### src/rtl/uart_buffered.sv
// uart_buffered: buffered full-duplex UART with valid/ready CPU channels and TX/RX FIFOs
// Ports:
//   clk, rst_n                  clock, asynchronous active-low reset
//   tx_data/tx_valid/tx_ready   CPU -> TX FIFO push handshake
//   rx_data/rx_valid/rx_ready   RX FIFO -> CPU pop handshake (first-word fall-through)
//   tx_count, rx_count          FIFO occupancies 0..FIFO_DEPTH
//   rx_overrun, rx_frame_err,   one-cycle error pulses; each dropped frame raises at most one
//   rx_parity_err
//   serial_in, serial_out       serial pins; serial_in is asynchronous, serial_out idles high
// Build option: define PARITY_EN to add an even-parity bit after the data bits in both directions.

module uart_buffered_fifo #(
  parameter int W     = 8,
  parameter int DEPTH = 8
) (
  input  logic                       clk,
  input  logic                       rst_n,
  input  logic                       push_i,
  input  logic [W-1:0]               din_i,
  input  logic                       pop_i,
  output logic [W-1:0]               dout_o,
  output logic [$clog2(DEPTH+1)-1:0] count_o,
  output logic                       full_o,
  output logic                       empty_o
);
  localparam int PW = $clog2(DEPTH);
  localparam int CW = $clog2(DEPTH+1);
  logic [W-1:0]  mem_q [DEPTH];
  logic [PW-1:0] wp_q, wp_d, rp_q, rp_d;
  logic [CW-1:0] cnt_q, cnt_d;
  always_comb begin
    wp_d  = wp_q + PW'(push_i);
    rp_d  = rp_q + PW'(pop_i);
    cnt_d = cnt_q + CW'(push_i) - CW'(pop_i);
  end
  always_ff @(posedge clk)
    if (push_i) mem_q[wp_q] <= din_i;
  always_ff @(posedge clk or negedge rst_n)
    if (!rst_n) begin
      wp_q  <= '0;
      rp_q  <= '0;
      cnt_q <= '0;
    end else begin
      wp_q  <= wp_d;
      rp_q  <= rp_d;
      cnt_q <= cnt_d;
    end
  assign dout_o  = mem_q[rp_q];
  assign count_o = cnt_q;
  assign full_o  = cnt_q == CW'(DEPTH);
  assign empty_o = cnt_q == '0;
endmodule

module uart_buffered #(
  parameter int CLKS_PER_BIT = 868,
  parameter int DATA_BITS    = 8,
  parameter int FIFO_DEPTH   = 8
) (
  input  logic                            clk,
  input  logic                            rst_n,
  input  logic [DATA_BITS-1:0]            tx_data,
  input  logic                            tx_valid,
  output logic                            tx_ready,
  output logic [DATA_BITS-1:0]            rx_data,
  output logic                            rx_valid,
  input  logic                            rx_ready,
  output logic [$clog2(FIFO_DEPTH+1)-1:0] tx_count,
  output logic [$clog2(FIFO_DEPTH+1)-1:0] rx_count,
  output logic                            rx_overrun,
  output logic                            rx_frame_err,
  output logic                            rx_parity_err,
  input  logic                            serial_in,
  output logic                            serial_out
);
  localparam int CW = $clog2(CLKS_PER_BIT);
  localparam int BW = $clog2(DATA_BITS);
`ifdef PARITY_EN
  localparam bit PAR = 1'b1;
`else
  localparam bit PAR = 1'b0;
`endif
  typedef enum logic [2:0] {IDLE, START, DATA, PARITY, STOP} state_e;

  logic                 tx_full, tx_empty, tx_pop, tx_load, tx_bit_end, tx_last, rdy_q;
  logic [DATA_BITS-1:0] tx_head;
  state_e               tx_st_q, tx_st_d;
  logic [CW-1:0]        tx_cnt_q, tx_cnt_d;
  logic [BW-1:0]        tx_bit_q, tx_bit_d;
  logic [DATA_BITS:0]   tx_sh_q, tx_sh_d;
  logic                 tx_line_q, tx_line_d;

  logic                 rx_full, rx_empty, rx_push, rx_pop, rx_bit_end, rx_last, fall;
  logic                 s1_q, s2_q, prev_q;
  state_e               rx_st_q, rx_st_d;
  logic [CW-1:0]        rx_cnt_q, rx_cnt_d;
  logic [BW-1:0]        rx_bit_q, rx_bit_d;
  logic [DATA_BITS-1:0] rx_sh_q, rx_sh_d;
  logic                 ov_q, ov_d, fe_q, fe_d, pe_q, pe_d;

  // tx_ready stays low until the first edge after reset release
  assign tx_ready = rdy_q && !tx_full;
  assign rx_valid = !rx_empty;
  assign rx_pop   = rx_valid && rx_ready;

  uart_buffered_fifo #(.W(DATA_BITS), .DEPTH(FIFO_DEPTH)) u_tx_fifo (
    .clk(clk), .rst_n(rst_n), .push_i(tx_valid && tx_ready), .din_i(tx_data), .pop_i(tx_pop),
    .dout_o(tx_head), .count_o(tx_count), .full_o(tx_full), .empty_o(tx_empty)
  );

  uart_buffered_fifo #(.W(DATA_BITS), .DEPTH(FIFO_DEPTH)) u_rx_fifo (
    .clk(clk), .rst_n(rst_n), .push_i(rx_push), .din_i(rx_sh_q), .pop_i(rx_pop),
    .dout_o(rx_data), .count_o(rx_count), .full_o(rx_full), .empty_o(rx_empty)
  );

  assign tx_bit_end = tx_cnt_q == CW'(CLKS_PER_BIT-1);
  assign tx_last    = tx_bit_q == BW'(DATA_BITS-1);

  // The shift register carries the parity bit above the data, so it is on bit 0 after the data bits
  always_comb begin
    tx_st_d   = tx_st_q;
    tx_cnt_d  = tx_cnt_q + CW'(1);
    tx_bit_d  = tx_bit_q;
    tx_sh_d   = tx_sh_q;
    tx_line_d = tx_line_q;
    tx_load   = 1'b0;
    case (tx_st_q)
      IDLE: begin
        tx_cnt_d = '0;
        tx_load  = !tx_empty;
      end
      START: if (tx_bit_end) begin
        tx_cnt_d  = '0;
        tx_bit_d  = '0;
        tx_st_d   = DATA;
        tx_line_d = tx_sh_q[0];
      end
      DATA: if (tx_bit_end) begin
        tx_cnt_d  = '0;
        tx_sh_d   = tx_sh_q >> 1;
        tx_bit_d  = tx_bit_q + BW'(1);
        tx_line_d = (tx_last && !PAR) ? 1'b1 : tx_sh_q[1];
        tx_st_d   = tx_last ? (PAR ? PARITY : STOP) : DATA;
      end
      PARITY: if (tx_bit_end) begin
        tx_cnt_d  = '0;
        tx_st_d   = STOP;
        tx_line_d = 1'b1;
      end
      STOP: if (tx_bit_end) begin
        tx_cnt_d = '0;
        tx_st_d  = IDLE;
        tx_load  = !tx_empty;
      end
      default: tx_st_d = IDLE;
    endcase
    // Loading straight out of STOP gives back-to-back frames with no idle gap
    tx_pop = tx_load;
    if (tx_load) begin
      tx_sh_d   = {^tx_head, tx_head};
      tx_st_d   = START;
      tx_line_d = 1'b0;
    end
  end

  always_ff @(posedge clk or negedge rst_n)
    if (!rst_n) begin
      rdy_q     <= 1'b0;
      tx_st_q   <= IDLE;
      tx_cnt_q  <= '0;
      tx_bit_q  <= '0;
      tx_sh_q   <= '0;
      tx_line_q <= 1'b1;
    end else begin
      rdy_q     <= 1'b1;
      tx_st_q   <= tx_st_d;
      tx_cnt_q  <= tx_cnt_d;
      tx_bit_q  <= tx_bit_d;
      tx_sh_q   <= tx_sh_d;
      tx_line_q <= tx_line_d;
    end

  assign serial_out = tx_line_q;

  assign fall       = prev_q && !s2_q;
  assign rx_bit_end = rx_cnt_q == CW'(CLKS_PER_BIT-1);
  assign rx_last    = rx_bit_q == BW'(DATA_BITS-1);

  // Start bit is re-checked at half a bit; later samples land one full bit apart, at bit centres
  always_comb begin
    rx_st_d  = rx_st_q;
    rx_cnt_d = rx_cnt_q + CW'(1);
    rx_bit_d = rx_bit_q;
    rx_sh_d  = rx_sh_q;
    rx_push  = 1'b0;
    ov_d     = 1'b0;
    fe_d     = 1'b0;
    pe_d     = 1'b0;
    case (rx_st_q)
      IDLE: begin
        rx_cnt_d = '0;
        rx_st_d  = fall ? START : IDLE;
      end
      START: if (rx_cnt_q == CW'(CLKS_PER_BIT/2)) begin
        rx_cnt_d = '0;
        rx_bit_d = '0;
        rx_st_d  = s2_q ? IDLE : DATA;
      end
      DATA: if (rx_bit_end) begin
        rx_cnt_d = '0;
        rx_sh_d  = {s2_q, rx_sh_q[DATA_BITS-1:1]};
        rx_bit_d = rx_bit_q + BW'(1);
        rx_st_d  = rx_last ? (PAR ? PARITY : STOP) : DATA;
      end
      PARITY: if (rx_bit_end) begin
        rx_cnt_d = '0;
        pe_d     = s2_q != ^rx_sh_q;
        rx_st_d  = pe_d ? IDLE : STOP;
      end
      STOP: if (rx_bit_end) begin
        rx_cnt_d = '0;
        rx_st_d  = IDLE;
        fe_d     = !s2_q;
        // A pop on the same edge frees the slot, so a full FIFO still accepts the frame
        ov_d     = s2_q && rx_full && !rx_pop;
        rx_push  = s2_q && !ov_d;
      end
      default: rx_st_d = IDLE;
    endcase
  end

  always_ff @(posedge clk or negedge rst_n)
    if (!rst_n) begin
      s1_q     <= 1'b1;
      s2_q     <= 1'b1;
      prev_q   <= 1'b1;
      rx_st_q  <= IDLE;
      rx_cnt_q <= '0;
      rx_bit_q <= '0;
      rx_sh_q  <= '0;
      ov_q     <= 1'b0;
      fe_q     <= 1'b0;
      pe_q     <= 1'b0;
    end else begin
      s1_q     <= serial_in;
      s2_q     <= s1_q;
      prev_q   <= s2_q;
      rx_st_q  <= rx_st_d;
      rx_cnt_q <= rx_cnt_d;
      rx_bit_q <= rx_bit_d;
      rx_sh_q  <= rx_sh_d;
      ov_q     <= ov_d;
      fe_q     <= fe_d;
      pe_q     <= pe_d;
    end

  assign rx_overrun    = ov_q;
  assign rx_frame_err  = fe_q;
  assign rx_parity_err = PAR && pe_q;
endmodule

### config.mk
export PLATFORM = sky130hd
export DESIGN_NAME = uart_buffered
export DESIGN_NICKNAME = d
export VERILOG_FILES = /design/src/rtl/uart_buffered.sv
export SDC_FILE = /design/constraint.sdc
export NUM_CORES = 1
export LEC_CHECK = 0
export CORE_ASPECT_RATIO = 2
export CORE_MARGIN = 2
export CORE_UTILIZATION = 35
export DETAILED_ROUTE_END_ITERATION = 12
export PLACE_DENSITY = 0.6
export SYNTH_ARGS = -nofsm -noshare
export SYNTH_HDL_FRONTEND = slang
export SYNTH_SLANG_ARGS = --single-unit
export TNS_END_PERCENT = 10
### constraint.sdc
create_clock -name clk -period 3.6 [get_ports clk]
set_clock_uncertainty 0.2 [all_clocks]
set_input_delay 0.54 -clock clk [delete_from_list [all_inputs] [get_ports clk]]
set_output_delay 0.54 -clock clk [all_outputs]
set_load 0.05 [all_outputs]
==> flow_summary.html <==
<table>
<tr><th>Metric</th><th>Value</th></tr>
<tr><th colspan="2">Run status</th></tr>
<tr><td>Status</td><td>complete, no violations</td></tr>
<tr><th colspan="2">CTS</th></tr>
<tr><td>Clock Pin Slew Worst Setup and Hold Paths</td><td>0.06 ns</td></tr>
<tr><td>CTS sink cnt</td><td>204</td></tr>
<tr><td>Latest clock arrival within the worst-skew pair</td><td>0.50 ns</td></tr>
<tr><td>Root Buffer Master</td><td>sky130_fd_sc_hd__clkbuf_16</td></tr>
<tr><td># H-tree levels</td><td>1</td></tr>
<tr><td>Maximum buffer depth of the clock tree</td><td>3</td></tr>
<tr><td>CTS buffer count</td><td>20</td></tr>
<tr><td>TritonCTS clock tree</td><td>done</td></tr>
<tr><th colspan="2">STA</th></tr>
<tr><td>Share of the cycle needed by the critical path after routing</td><td>94.57%</td></tr>
<tr><td>Setup repair after global routing missed its margin</td><td>false</td></tr>
<tr><td>Max Freq</td><td>0.2937 GHz</td></tr>
<tr><td>Pins over their slew limit</td><td>0</td></tr>
<tr><td>Worst Max-Slew Pin Slew</td><td>1.034 ns</td></tr>
<tr><td>Final min period</td><td>3.405 ns</td></tr>
<tr><td>Worst slew margin relative to its limit</td><td>31.09%</td></tr>
<tr><td>Final count of negative-setup-slack endpoints</td><td>0</td></tr>
<tr><td>Sum of negative setup slack</td><td>0 ns</td></tr>
<tr><td>Hold Violations, Final</td><td>0</td></tr>
<tr><th colspan="2">Worst setup path</th></tr>
<tr><td>Critical setup path kind</td><td>reg2out</td></tr>
<tr><td>CP Data Arrival Time</td><td>2.66 ns</td></tr>
<tr><td>Maximum fanout along the worst path</td><td>17</td></tr>
<tr><td>Required time of the worst setup path</td><td>2.86 ns</td></tr>
<tr><td>CP endpoint kind</td><td>primary output</td></tr>
<tr><td>Kind of launch point of the worst setup path</td><td>flip-flop</td></tr>
<tr><th colspan="2">Route</th></tr>
<tr><td>DRC violations left</td><td>0</td></tr>
<tr><td>Number of DRC markers in iteration 0</td><td>221</td></tr>
<tr><td>Post-detailed-route wirelength per cell</td><td>18.06 um</td></tr>
<tr><td>Detailed-route vias per instance</td><td>5.027</td></tr>
<tr><td>Total routed wirelength</td><td>16.23 mm</td></tr>
<tr><td>DRT Pass-1 Iters</td><td>4</td></tr>
<tr><td>Number of nets with antenna violations after detailed routing</td><td>0</td></tr>
<tr><td>Total vias in the final route</td><td>4519</td></tr>
<tr><th colspan="2">Finish</th></tr>
<tr><td>Commonest non-fill, non-tap cell in the layout</td><td>sky130_fd_sc_hd__edfxtp_1</td></tr>
<tr><td>Final Net Count</td><td>637</td></tr>
<tr><td>Ant diodes</td><td>0</td></tr>
<tr><td>Number of fill cells in the layout</td><td>2265</td></tr>
<tr><td>Combined flip-flop and latch cell area</td><td>5752 um2</td></tr>
<tr><td>Cell area after layout</td><td>9970 um2</td></tr>
<tr><td>Fraction of final layout cells with drive strength greater than 1</td><td>17.24%</td></tr>
<tr><td>Layout area overhead</td><td>15.70%</td></tr>
<tr><td>End-of-flow core utilization</td><td>40.99%</td></tr>
<tr><td>Top library cells by usage in the layout, fill and taps aside</td><td>sky130_fd_sc_hd__edfxtp_1 (128), sky130_fd_sc_hd__dfrtp_1 (71), sky130_fd_sc_hd__nor2_1 (48), sky130_fd_sc_hd__mux4_2 (32), sky130_fd_sc_hd__clkdlybuf4s50_1 (32)</td></tr>
<tr><td>Footprint of the multi-input gates</td><td>2688 um2</td></tr>
<tr><th colspan="2">Place</th></tr>
<tr><td>Post-placement cell area</td><td>9350 um2</td></tr>
<tr><td>Global placement routability congestion</td><td>0.7271</td></tr>
<tr><td>Total of buffers placed on input and output ports</td><td>33</td></tr>
<tr><td>Detailed placer's ending HPWL</td><td>11.44 mm</td></tr>
<tr><th colspan="2">Power</th></tr>
<tr><td>Switching Share</td><td>28.02%</td></tr>
<tr><td>Switching component of the power</td><td>1.624 mW</td></tr>
<tr><td>Leak Pwr</td><td>3.990 nW</td></tr>
<tr><td>Worst ir drop on vdd</td><td>0.0004785 V</td></tr>
<tr><td>Combinational share of power</td><td>16.9%</td></tr>
<tr><td>Internal power consumption</td><td>4.171 mW</td></tr>
<tr><td>Flop pwr share</td><td>49.2%</td></tr>
<tr><td>Power density over the cells</td><td>581.2 nW/um2</td></tr>
<tr><td>Clk network pwr share</td><td>33.9%</td></tr>
<tr><th colspan="2">GRT</th></tr>
<tr><td>Number of global-route vias before repair</td><td>4908</td></tr>
<tr><td>Total global routing overflow</td><td>0</td></tr>
<tr><td>First-pass GRT wire length</td><td>26.32 mm</td></tr>
<tr><td>GRT met2 Usage</td><td>26.22%</td></tr>
<tr><td>GRT Resource Usage Total</td><td>13.13%</td></tr>
<tr><td>Global-route met1 utilization</td><td>13.07%</td></tr>
<tr><td>Number of antenna violations at the first check in global routing</td><td>0</td></tr>
<tr><td>Met3 layer usage reported by global route</td><td>2.281%</td></tr>
<tr><td>Most used routing layer</td><td>met2</td></tr>
<tr><td>Maximum number of pins on one net before global-route repair</td><td>77</td></tr>
<tr><th colspan="2">Floorplan</th></tr>
<tr><td>Core Rows</td><td>81</td></tr>
<tr><td>Initial core utilization</td><td>35.43%</td></tr>
<tr><td>Horizontal die dimension</td><td>115.0 um</td></tr>
<tr><td>Total die area</td><td>25970 um2</td></tr>
<tr><td>Die Y-Extent</td><td>225.9 um</td></tr>
<tr><td>I/O pin total</td><td>35</td></tr>
<tr><td>Core Region</td><td>24320 um2</td></tr>
<tr><th colspan="2">Synth</th></tr>
<tr><td>Gate Count Post-Synth</td><td>542</td></tr>
<tr><td>Yosys warnings</td><td>0</td></tr>
<tr><td>Fraction of registers with async set/reset</td><td>37.25%</td></tr>
<tr><td>Synth Flop Type</td><td>sky130_fd_sc_hd__edfxtp_1</td></tr>
<tr><td>Number of synthesized flops with an enable pin</td><td>128</td></tr>
<tr><td>Cell type with the largest total area after synthesis</td><td>sky130_fd_sc_hd__edfxtp_1</td></tr>
<tr><td>Number of different library cells in the post-synthesis netlist</td><td>52</td></tr>
<tr><td>Mean cell area of the mapped netlist</td><td>15.90 um2</td></tr>
<tr><td>Net Count, Synth</td><td>584</td></tr>
<tr><td>Top area cells in the synthesized netlist</td><td>sky130_fd_sc_hd__edfxtp_1 (45%), sky130_fd_sc_hd__dfrtp_1 (21%), sky130_fd_sc_hd__mux4_2 (8.4%), sky130_fd_sc_hd__ha_1 (3.9%), sky130_fd_sc_hd__mux2i_1 (2.7%)</td></tr>
<tr><td>Post-Syn Area</td><td>8617 um2</td></tr>
<tr><td>Synthesized flop and latch total</td><td>204</td></tr>
<tr><td>Area share of the largest cell type after synthesis</td><td>44.61%</td></tr>
<tr><td>Part of the Yosys area used for sequential elements</td><td>66.73%</td></tr>
<tr><th colspan="2">Hold path</th></tr>
<tr><td>Kind of path behind the tightest hold check</td><td>in2async</td></tr>
<tr><th colspan="2">Run</th></tr>
<tr><td>Number of max-capacitance violations reported</td><td>0</td></tr>
</table>
-- through the flow --
step,setup WS (ns),hold WS [ns],instances,power [mW]
global placement,0.6274,0.1580,863,3.857
floorplan,0.1009,0.04441,542,3.549
finish,0.1954,0.007628,899,5.794
detailed placement,0.6118,0.1629,863,3.896
CTS,0.06499,0.05624,899,5.908
global route,0.04935,0.07195,899,6.087
-- power groups by stage --
stage	clock network [mW]	registers, mW	logic (mW)
after floorplan	0	2.97	0.583
after global placement	0	2.89	0.971
after detailed placement	0	2.90	0.997
after CTS	2.05	2.85	1.00
after global routing	2.12	2.88	1.09
final	1.97	2.85	0.978
-- kinds of logic (layout without fill, tap and decap cells) --
logic type | count (synthesis) | in the layout | synth area share (%)
flops | 204 | 204 | 66.73
other cells | 2 | 2 | 0.08715
fa+ha+maj | 30 | 30 | 4.501
simple gates | 117 | 117 | 6.679
buf+inv | 43 | 110 | 2.076
mux | 72 | 72 | 13.26
xor+xnor | 39 | 39 | 3.964
compound gates | 35 | 35 | 2.701
-- flip-flops by register name (all words and copies together), names as in the netlist, 3 cells and up --
name,cells
u_rx_fifo.mem_q,64
u_tx_fifo.mem_q,64
rx_cnt_q,10
tx_cnt_q,10
tx_sh_q,9
rx_sh_q,8
u_rx_fifo.count_o,4
u_tx_fifo.count_o,4
rx_bit_q,3
rx_st_q,3
tx_bit_q,3
tx_st_q,3
u_rx_fifo.rp_q,3
u_rx_fifo.wp_q,3
u_tx_fifo.rp_q,3
u_tx_fifo.wp_q,3
-- critical path: stages (launching register included) --
cell and delay, ns:
sky130_fd_sc_hd__dfrtp_1 0.32, sky130_fd_sc_hd__buf_4 0.31, sky130_fd_sc_hd__mux4_2 0.55, sky130_fd_sc_hd__mux2_2 0.28
sky130_fd_sc_hd__clkdlybuf4s50_1 0.70
-- what timing repair did --
item                       CTS  global route
hold buffers                 0             0
setup endpoints to repair    0             1
resized for setup            0             1
setup buffers                0             0
-- area by class of cell --
cell class              count  area share (%)
flip-flops and latches    204           57.69
inverters                  23          0.8660
clock buffers              28           5.635
repair buffers             51           4.644
clock inverters             8          0.5648
multi-input cells         295           26.96
well taps                 290           3.640
-- worst paths after layout --
check / cells after the start / slack [ns] / to / from
hold / removal: 1 / 0.008 / rx_bit_q[2] / rst_n
max in group asynchronous: 1 / 2.46 / u_rx_fifo.rp_q[1] / rst_n
setup reg to reg: 5 / 0.62 / u_rx_fifo.mem_q[7][6] / rx_cnt_q[2]
min in group clk: 0 / 0.17 / s2_q / s1_q
setup / recovery: 4 / 0.20 / rx_data[6] / u_rx_fifo.rp_q[0]
hold reg to reg: 0 / 0.17 / s2_q / s1_q
-- routing by layer --
| layer | vias up | part of all wire, % |
|---|---|---|
| li1 | 2114 | - |
| met1 | 2300 | 35 |
| met2 | 77 | 59 |
| met3 | 28 | 3.6 |
| met4 | 0 | 2.5 |
| met5 | - | 0 |
-- Yosys cell counts, types with 2 or more instances --
cell type / count
sky130_fd_sc_hd__a21o_1: 4
sky130_fd_sc_hd__a21oi_1: 8
sky130_fd_sc_hd__a22o_1: 2
sky130_fd_sc_hd__a22oi_1: 4
sky130_fd_sc_hd__and2_1: 2
sky130_fd_sc_hd__and3_1: 3
sky130_fd_sc_hd__buf_2: 2
sky130_fd_sc_hd__buf_4: 2
sky130_fd_sc_hd__clkbuf_1: 14
sky130_fd_sc_hd__conb_1: 2
sky130_fd_sc_hd__dfrtp_1: 72
sky130_fd_sc_hd__dfstp_2: 4
sky130_fd_sc_hd__edfxtp_1: 128
sky130_fd_sc_hd__fa_1: 2
sky130_fd_sc_hd__ha_1: 27
sky130_fd_sc_hd__inv_1: 23
sky130_fd_sc_hd__mux2_2: 17
sky130_fd_sc_hd__mux2i_1: 23
sky130_fd_sc_hd__mux4_2: 32
sky130_fd_sc_hd__nand2_1: 19
sky130_fd_sc_hd__nand2b_1: 4
sky130_fd_sc_hd__nand3_1: 13
sky130_fd_sc_hd__nand4_1: 2
sky130_fd_sc_hd__nor2_1: 48
sky130_fd_sc_hd__nor3_1: 11
sky130_fd_sc_hd__nor3b_1: 2
sky130_fd_sc_hd__o21ai_0: 7
sky130_fd_sc_hd__o41ai_1: 2
sky130_fd_sc_hd__or3_1: 3
sky130_fd_sc_hd__xnor2_1: 25
sky130_fd_sc_hd__xor2_1: 14
No activity file was read; power rests on OpenSTA's default activity.
